===== src/rtl/iq_issue_sched.sv =====
// iq_issue_sched: issue scheduler for the 16-entry centralized issue queue.
//
// Tracks each entry's lifecycle (IDLE / WAIT / ISSUED) and age. Every cycle it picks the two
// oldest ready entries for FU ports 0 and 1, using a same-cycle valid/ready handshake.
//
// Optional feature, enabled when the macro IQ_SCHED_REPLAY_EN is defined:
//   A fired entry stays ISSUED for REPLAY_WIN cycles. During that time replay_vec can send
//   it back to WAIT. When the macro is undefined, a fired entry goes straight to IDLE and
//   replay_vec is ignored.
//
// Ports:
//   clk, rst_n              clock; asynchronous active-low reset
//   alloc_vec[15:0]         dispatch writes entry i this cycle (IDLE entries only)
//   rdy_vec[15:0]           all sources of entry i are ready (combinational from wakeup)
//   replay_vec[15:0]        entry i must re-issue (load-miss replay)
//   flush                   clears the whole queue at the next edge
//   fu0_ready, fu1_ready    FU port accepts an instruction
//   iss0_valid, iss0_idx    port 0 candidate (oldest ready entry)
//   iss1_valid, iss1_idx    port 1 candidate (next oldest ready entry)
//   free_vec[15:0]          entry i is IDLE
//   iq_count[4:0]           number of non-IDLE entries (registered)
module iq_issue_sched #(
    parameter int unsigned ENTRIES    = 16,
    parameter int unsigned AGE_W      = 5,
    parameter int unsigned REPLAY_WIN = 2
) (
    input  logic               clk,
    input  logic               rst_n,
    input  logic [ENTRIES-1:0] alloc_vec,
    input  logic [ENTRIES-1:0] rdy_vec,
    input  logic [ENTRIES-1:0] replay_vec,
    input  logic               flush,
    input  logic               fu0_ready,
    input  logic               fu1_ready,
    output logic               iss0_valid,
    output logic [3:0]         iss0_idx,
    output logic               iss1_valid,
    output logic [3:0]         iss1_idx,
    output logic [ENTRIES-1:0] free_vec,
    output logic [4:0]         iq_count
);

    typedef enum logic [1:0] {
        StIdle   = 2'd0,
        StWait   = 2'd1,
        StIssued = 2'd2
    } ent_state_e;

    localparam logic [AGE_W-1:0] AgeMax = '1;

    ent_state_e       state_q [ENTRIES];
    ent_state_e       state_d [ENTRIES];
    logic [AGE_W-1:0] age_q   [ENTRIES];
    logic [AGE_W-1:0] age_d   [ENTRIES];
    logic [4:0]       count_d;

`ifdef IQ_SCHED_REPLAY_EN
    localparam logic [1:0] WinLast = 2'(REPLAY_WIN - 1);
    logic [1:0] win_q [ENTRIES];
    logic [1:0] win_d [ENTRIES];
`else
    // Replay hardware is absent in this build.
    logic unused_replay;
    assign unused_replay = ^replay_vec;
    localparam int unsigned unused_replay_win = REPLAY_WIN;
`endif

    logic [ENTRIES-1:0] elig;
    logic [ENTRIES-1:0] fired;
    logic               sel0_vld, sel1_vld;
    logic [3:0]         sel0_idx, sel1_idx;
    logic [AGE_W-1:0]   sel0_age, sel1_age;

    always_comb begin
        for (int i = 0; i < ENTRIES; i++) begin
            elig[i]     = (state_q[i] == StWait) && rdy_vec[i];
            free_vec[i] = (state_q[i] == StIdle);
        end
    end

    // Oldest eligible entry. The strict '>' keeps the lower index on equal ages.
    always_comb begin
        sel0_vld = 1'b0;
        sel0_idx = '0;
        sel0_age = '0;
        for (int i = 0; i < ENTRIES; i++) begin
            if (elig[i] && (!sel0_vld || (age_q[i] > sel0_age))) begin
                sel0_vld = 1'b1;
                sel0_idx = 4'(i);
                sel0_age = age_q[i];
            end
        end
    end

    // Oldest eligible entry other than the port-0 pick.
    always_comb begin
        sel1_vld = 1'b0;
        sel1_idx = '0;
        sel1_age = '0;
        for (int i = 0; i < ENTRIES; i++) begin
            if (elig[i] && !(sel0_vld && (sel0_idx == 4'(i))) &&
                (!sel1_vld || (age_q[i] > sel1_age))) begin
                sel1_vld = 1'b1;
                sel1_idx = 4'(i);
                sel1_age = age_q[i];
            end
        end
    end

    assign iss0_valid = sel0_vld;
    assign iss0_idx   = sel0_idx;
    assign iss1_valid = sel1_vld;
    assign iss1_idx   = sel1_idx;

    // Ports fire independently. An unfired port-0 candidate is never moved to port 1.
    always_comb begin
        for (int i = 0; i < ENTRIES; i++) begin
            fired[i] = (sel0_vld && fu0_ready && (sel0_idx == 4'(i))) ||
                       (sel1_vld && fu1_ready && (sel1_idx == 4'(i)));
        end
    end

    always_comb begin
        for (int i = 0; i < ENTRIES; i++) begin
            state_d[i] = state_q[i];
            age_d[i]   = age_q[i];
`ifdef IQ_SCHED_REPLAY_EN
            win_d[i]   = win_q[i];
`endif
            if (flush) begin
                state_d[i] = StIdle;
                age_d[i]   = '0;
            end else begin
                unique case (state_q[i])
                    StIdle: begin
                        if (alloc_vec[i]) begin
                            state_d[i] = StWait;
                            age_d[i]   = '0;
                        end
                    end
                    StWait: begin
                        if (age_q[i] != AgeMax) begin
                            age_d[i] = age_q[i] + 1'b1;
                        end
                        if (fired[i]) begin
`ifdef IQ_SCHED_REPLAY_EN
                            state_d[i] = StIssued;
                            win_d[i]   = '0;
`else
                            state_d[i] = StIdle;
`endif
                        end
                    end
                    StIssued: begin
`ifdef IQ_SCHED_REPLAY_EN
                        // Replay takes priority over release in the same cycle.
                        if (replay_vec[i]) begin
                            state_d[i] = StWait;
                        end else if (win_q[i] == WinLast) begin
                            state_d[i] = StIdle;
                        end else begin
                            win_d[i] = win_q[i] + 2'd1;
                        end
`else
                        state_d[i] = StIdle;
`endif
                    end
                    default: state_d[i] = StIdle;
                endcase
            end
        end
    end

    always_comb begin
        count_d = '0;
        for (int i = 0; i < ENTRIES; i++) begin
            if (state_d[i] != StIdle) begin
                count_d = count_d + 5'd1;
            end
        end
    end

    always_ff @(posedge clk or negedge rst_n) begin
        if (!rst_n) begin
            for (int i = 0; i < ENTRIES; i++) begin
                state_q[i] <= StIdle;
                age_q[i]   <= '0;
`ifdef IQ_SCHED_REPLAY_EN
                win_q[i]   <= '0;
`endif
            end
            iq_count <= '0;
        end else begin
            for (int i = 0; i < ENTRIES; i++) begin
                state_q[i] <= state_d[i];
                age_q[i]   <= age_d[i];
`ifdef IQ_SCHED_REPLAY_EN
                win_q[i]   <= win_d[i];
`endif
            end
            iq_count <= count_d;
        end
    end

endmodule


===== config.mk =====
export PLATFORM = sky130hd
export DESIGN_NAME = iq_issue_sched
export DESIGN_NICKNAME = d
export VERILOG_FILES = /design/src/rtl/iq_issue_sched.sv
export SDC_FILE = /design/constraint.sdc
export NUM_CORES = 1
export LEC_CHECK = 0
export BUFFER_PORTS_ARGS = -buffer_cell sky130_fd_sc_hd__buf_4
export CAP_MARGIN = 20
export CORE_MARGIN = 2
export CORE_UTILIZATION = 40
export CTS_CLUSTER_DIAMETER = 30
export DETAILED_ROUTE_END_ITERATION = 8
export PLACE_DENSITY = 0.59
export SLEW_MARGIN = 15
export SYNTH_ARGS = -nofsm -noshare
export SYNTH_HDL_FRONTEND = slang
export SYNTH_SLANG_ARGS = --single-unit

===== constraint.sdc =====
create_clock -name clk -period 72.7 [get_ports clk]
set_clock_uncertainty 0.05 [all_clocks]
set_input_delay 0 -clock clk [delete_from_list [all_inputs] [get_ports clk]]
set_output_delay 0 -clock clk [all_outputs]
set_load 0.1 [all_outputs]

# Yosys cells after proc, flatten, opt, wreduce, memory -nomap -nowiden

Index checks and enable logic that the tools add are counted.

Reduce and logical (&&, ||, !) cells: 270
Equality and inequality tests: 94
Mux-type cells: 236
Magnitude comparators: 30
Add/sub/neg operators: 31

Operators by type and width:

| kind                | count |
|---|---|
| $mux 5              | 93 |
| $pmux 5 s2          | 16 |
| $add 5x1->5 const B | 31 |
| $gt 5x5->1          | 30 |
| $logic_and 1x1->1   | 112 |
| $mux 4              | 28 |
| $mux 2              | 48 |
| $ne 5x5->1 const B  | 16 |
| $eq 4x4->1 const B  | 16 |
| $pmux 2 s2          | 16 |
| $ne 3x2->1 const B  | 16 |
| $ne 3x3->1 const B  | 16 |
| $reduce_and 3->1    | 16 |
| $reduce_bool 3->1   | 16 |
| $logic_not 1->1     | 46 |
| $logic_or 1x1->1    | 46 |
| $mux 1              | 35 |
| $eq 2x1->1 const B  | 16 |
| $eq 4x3->1 const B  | 8 |
| $logic_not 2->1     | 16 |
| $reduce_bool 2->1   | 16 |
| $eq 4x2->1 const B  | 4 |
| $eq 4x1->1 const B  | 2 |
| $logic_not 4->1     | 2 |

Output and inout port bits: 31
Register bits: 117
Input bits: 53
Word-level logic and storage cells: 694

# Logic depth before layout (Yosys ltp)

Depth after elaboration: 166
Gate-level depth with buffers: 381
Mapped depth without buffers: 367

# Least setup slack after synthesis

Ideal clock, no wire load.

Path type: flip-flop to flip-flop
Start point: register state_q[31] (netlist name)
End point: register iq_count[4]
Period minus slack after synthesis: 58.824 ns
Required time: 72.526 ns
Arrival: 58.650 ns
Setup slack: 13.876 ns
Stages on the path, launching flop included: 354
Path buffers: 13
Library setup time: 0.124 ns
Cells stage by stage: dfrtp_1 > and3b_2 > and2_1 > inv_1 > ha_1 > a211oi_1 > o21ai_1 > o21ai_2 > mux2_2 > inv_1 > ha_1 > nand3_1 > nor2_1 > a21oi_1 > o21a_1 > buf_4 > nor2_1 > a21oi_1 > [... 318 more ...] > o211a_1 > a31o_2 > a21oi_1 > ha_1 > o21ai_0 > nand2_1 > xnor2_1 > a21oi_1 > ha_1 > mux2_2 > ha_1 > mux2_2 > ha_1 > nand2_1 > nor2_1 > o21ai_0 > a21boi_1 > xnor2_1

Cells in the longest elaborated chain, start to end: 166
Elaborated cells on any way between the ends: 441
Classes of those cells: add/sub: 15; order compare: 30; eq/ne: 31; mux: 157; reduce/logical: 208

RTL lines:

| element                                       | line    | RTL |
|---|---|---|
| from (decl)                                   | 51      | `ent_state_e state_q [ENTRIES];` |
| from (signal, indexed assignment)             | 186     | `state_q[i] <= StIdle;` |
| from (signal, indexed assignment)             | 195     | `state_q[i] <= state_d[i];` |
| $eq 2x1->1                                    | 76, 134 |  |
| $logic_and 1x1->1                             | 76      | `elig[i] = (state_q[i] == StWait) && rdy_vec[i];` |
| $mux 5 or $mux 1 (tied branches)              | 87      | `if (elig[i] && (!sel0_vld \|\| (age_q[i] > sel0_age))) begin` |
| $gt 5x5->1 or $logic_not 1->1 (tied branches) | 87      |  |
| $logic_or 1x1->1                              | 87      |  |
| $logic_and 1x1->1                             | 87      |  |
| $mux 5 or $mux 1 (tied branches)              | 87      |  |
| $gt 5x5->1 or $logic_not 1->1 (tied branches) | 87      |  |
| [... 151 more ...]                            | --      |  |
| $mux 5                                        | 177     | `if (state_d[i] != StIdle) begin` |
| $add 5x1->5                                   | 178     | `count_d = count_d + 5'd1;` |
| $mux 5                                        | 177     |  |
| $add 5x1->5                                   | 178     |  |
| $mux 5                                        | 177     |  |
| $add 5x1->5                                   | 178     |  |
| $mux 5 *                                      | 177     |  |
| named net count_d[4]                          | 55      | `logic [4:0] count_d;` |
| to (signal assigned)                          | 201     | `iq_count <= count_d;` |
| to (decl)                                     | 40      | `output logic [4:0] iq_count` |

Mark *: on every way through the listed nets, which the timed path passes. The rest lies on a longest branch.
A chain may end at the register's enable or synchronous reset.

# Worst setup path in the final report

Start point: register state_q[30] (netlist name)
End point: register iq_count[4]

Same word-level chain as after synthesis.

==> run metrics <==
post-synthesis simple-gate area fraction=roughly a quarter; maxcap violations=0; slowest stage delay, CP=0.51 ns; Gate Count Post-Synth=1996; diodes inserted=0; post-DP HPWL=between 30000 and 40000 um; CP Class=flip-flop to flip-flop; Filler Cell Count=about 3800; final period utilization=between 90 and 100%; clock sinks=between 100 and 150; Setup WS post-layout=5.57 ns; Post-DP Area=16300 um^2; Cell Area, Synth=between 15000 and 20000 um^2; Synth Register Bits=roughly 120; crit end category=flip-flop; xor/xnor share of the synthesized area=roughly 5.5%; EDFF count, synth=0; initial antenna violation count=0; pin count of the biggest net entering global routing=between 60 and 70; initial drt markers=~1100; Worst EP required=about 73 ns; Area growth syn-to-layout=13.0%; Worst-Margin Slew=between 1 and 1.5 ns; Avg WL per Cell=approximately 19 um; first-pass GRT wire length=just under 80000 um; worst hold path class=input pin to flip-flop; unrepaired setup endpoints after global routing=false; Place WS=3.60 ns; total power=around 0.00026 W; die width=between 150 and 200 um; grt total ovfl=0; final period demand of the worst path=around 67 ns; IO Count=between 80 and 90; Final Setup Violations=0; Adder-Cell Fraction of Synth Area=15.1%; Worst Path Max Fanout=14; vias=approximately 15000; Netlist cell types=108; core box area=37600 um^2; Syn Area/Cell=about 7.6 um^2; Max Freq=14.9 MHz; Seq/Total Area, Yosys=between 10% and 20%; largest family of logic cells by synthesized area=simple AND/OR/NAND/NOR gates; Worst slew margin=13.5%; hold_ws=roughly 0.034 ns; Synth Flop Type=dfrtp_1; DR vias/cell=5.83; Skew-Pair Late Insertion Delay=0.47 ns; die area=~40000 um^2; crit path launch type=flip-flop; P per Cell Area=roughly 15 nW/um^2; Clock Path Buffers=2; vias in the first global route=14500; post-synthesis mux area share=between 4 and 5%; WP buf/inv=33; Initial Util=40.5%; post-route cell area=approximately 17000 um^2; DRT Pass-1 Iters=6; gp weighted congestion=a little under 1; Slew Limit Fails=0; Clock Pin Slew Worst Setup and Hold Paths=0.06 ns; cell mode on critical path=ha_1; setup_tns=0 ns; PortBufs=67; cts bufs inserted=17; family with the most delay on the worst path=compound AO/OA/AOI/OAI gates; share of cells above drive strength 1=10.4%; H-tree Lvls=4; Max VDD drop=just over 0.00002 V; Nets=around 2300; slowest CP cell=or4_1; CTS tree=yes; leakage power=about 8 nW; post-synthesis compound-gate area fraction=between 20 and 25%; status=completed; Final ANT Viol Nets=0; die height=between 150 and 200 um; FFs w/ async S/R, synth=100%; DRC violations left=0; clock root buffer=clkbuf_16; final-report hold violation count=0; crit path DAT=about 67 ns; gr usage total=around 25%; DRT Wirelength=between 40000 and 50000 um; row count=71; Syn. warnings=0
[per-stage QoR]
step | std cells | util [%]
6_report | 2611 | 45.8
5_1_grt | 2611 | 45.8
4_1_cts | 2607 | 45.4
3_5_place_dp | 2559 | 43.4
3_3_place_gp | 2559 | 43.4
2_1_floorplan | 2011 | -
[area by class of cell]
type | count | area [um^2] | area share, %
clock buffers | 22 | 484 | 2.82
multi-input cells | 1686 | 11600 | 67.7
repair buffers | 97 | 771 | 4.48
inverters | 169 | 634 | 3.69
clock inverters | 9 | 101 | 0.589
well taps | 511 | 639 | 3.72
flip-flops and latches | 117 | 2930 | 17.0
[sequential cells by signal (all words and copies together), names as in the netlist]
signal and count:
state_q 32, age_q 80, iq_count 5
[synth_stat cells, types with 12 or more instances]
library cell	instances	area (um^2)
nor3_1	31	155
xnor2_1	39	342
inv_1	164	616
mux2i_1	27	270
clkbuf_1	25	93.8
nand3b_1	13	97.6
nand4_1	54	338
nor3b_1	12	90.1
xor2_1	26	228
a21o_1	34	255
nor2_1	214	803
nand2b_1	41	257
and3_1	32	200
ha_1	181	2260
and2_1	26	163
nor2b_1	33	206
nand2_1	182	683
dfrtp_1	117	2930
o21ai_0	167	836
o21a_1	35	263
mux2_2	35	394
nand3_1	71	355
o21bai_1	13	97.6
a21oi_1	117	586
o211ai_1	18	135
a31oi_1	35	219
[worst reg2reg max path, delay by kind of cell, from the launching register on]
| kind | cells | cell delay (ns) |
|---|---|---|
| adders and majority gates | 44 | 13.03 |
| buffers and inverters | 33 | 3.52 |
| muxes | 18 | 5.09 |
| AOI/OAI and AO/OA | 149 | 29.36 |
| DFF | 1 | 0.46 |
| and+or+nand+nor | 100 | 14.75 |
| xor gates and xnor gates | 3 | 0.72 |
[power breakdown]
group,internal (W),leakage (nW),switching (W)
clock,0.0000534,0.292,0.0000336
combinational,0.0000349,5.90,0.0000691
sequential,0.0000672,1.58,0.00000176
total,0.000156,7.77,0.000104
[timing repair]
action                                  4_1_cts  5_1_grt
endpoints found under the setup margin        0        4
setup buffers                                 0        3
hold buffers                                 17        0
hold endpoints to repair                     95        0
resized for setup                             0       25
[routing by layer]
| layer | routed length, um | part of all wire (%) | global-route usage, % | up-vias |
|---|---|---|---|---|
| met2 | 21500 | 44 | 39.4 | 424 |
| met5 | 0 | 0 | 0 | - |
| met3 | 2600 | 5.4 | 3.68 | 103 |
| met1 | 22700 | 47 | 34.2 | 7243 |
| met4 | 1540 | 3.2 | 10.4 | 0 |
| li1 | - | - | - | 7441 |
[layout by cell type (no fill, tap or decap), types with 13 or more instances in the layout]
master         count
a21o_1            34
a21oi_1          117
a31oi_1           34
and2_1            26
and3_1            32
buf_4             80
clkbuf_16         17
conb_1            16
dfrtp_1          117
dlygate4sd3_1     17
ha_1             181
inv_1            164
mux2_2            35
mux2i_1           25
nand2_1          182
nand2b_1          41
nand3_1           71
nand3b_1          13
nand4_1           54
nor2_1           210
nor2b_1           33
nor3_1            29
o211ai_1          18
o21a_1            35
o21ai_0          164
o21bai_1          13
xnor2_1           39
xor2_1            26
[final timing paths]
check,from,to,slack [ns],cells past startpoint
setup / recovery,state_q[30],iq_count[4],5.57,347
hold / removal,alloc_vec[13],state_q[4],0.03,5
setup reg to reg,state_q[30],iq_count[4],5.57,347
hold reg to reg,state_q[29],state_q[28],0.50,1
max in group asynchronous,rst_n,age_q[38],71.14,3
min in group asynchronous,rst_n,age_q[77],0.11,2
[cell families after synthesis]
| family | count (synthesis) |
|---|---|
| simple gates | 774 |
| xor+xnor | 78 |
| buf+inv | 208 |
| fa+ha+maj | 185 |
| compound gates | 570 |
| mux | 63 |
| other cells | 1 |
| flops | 117 |
(Power assumes the default switching activity.)
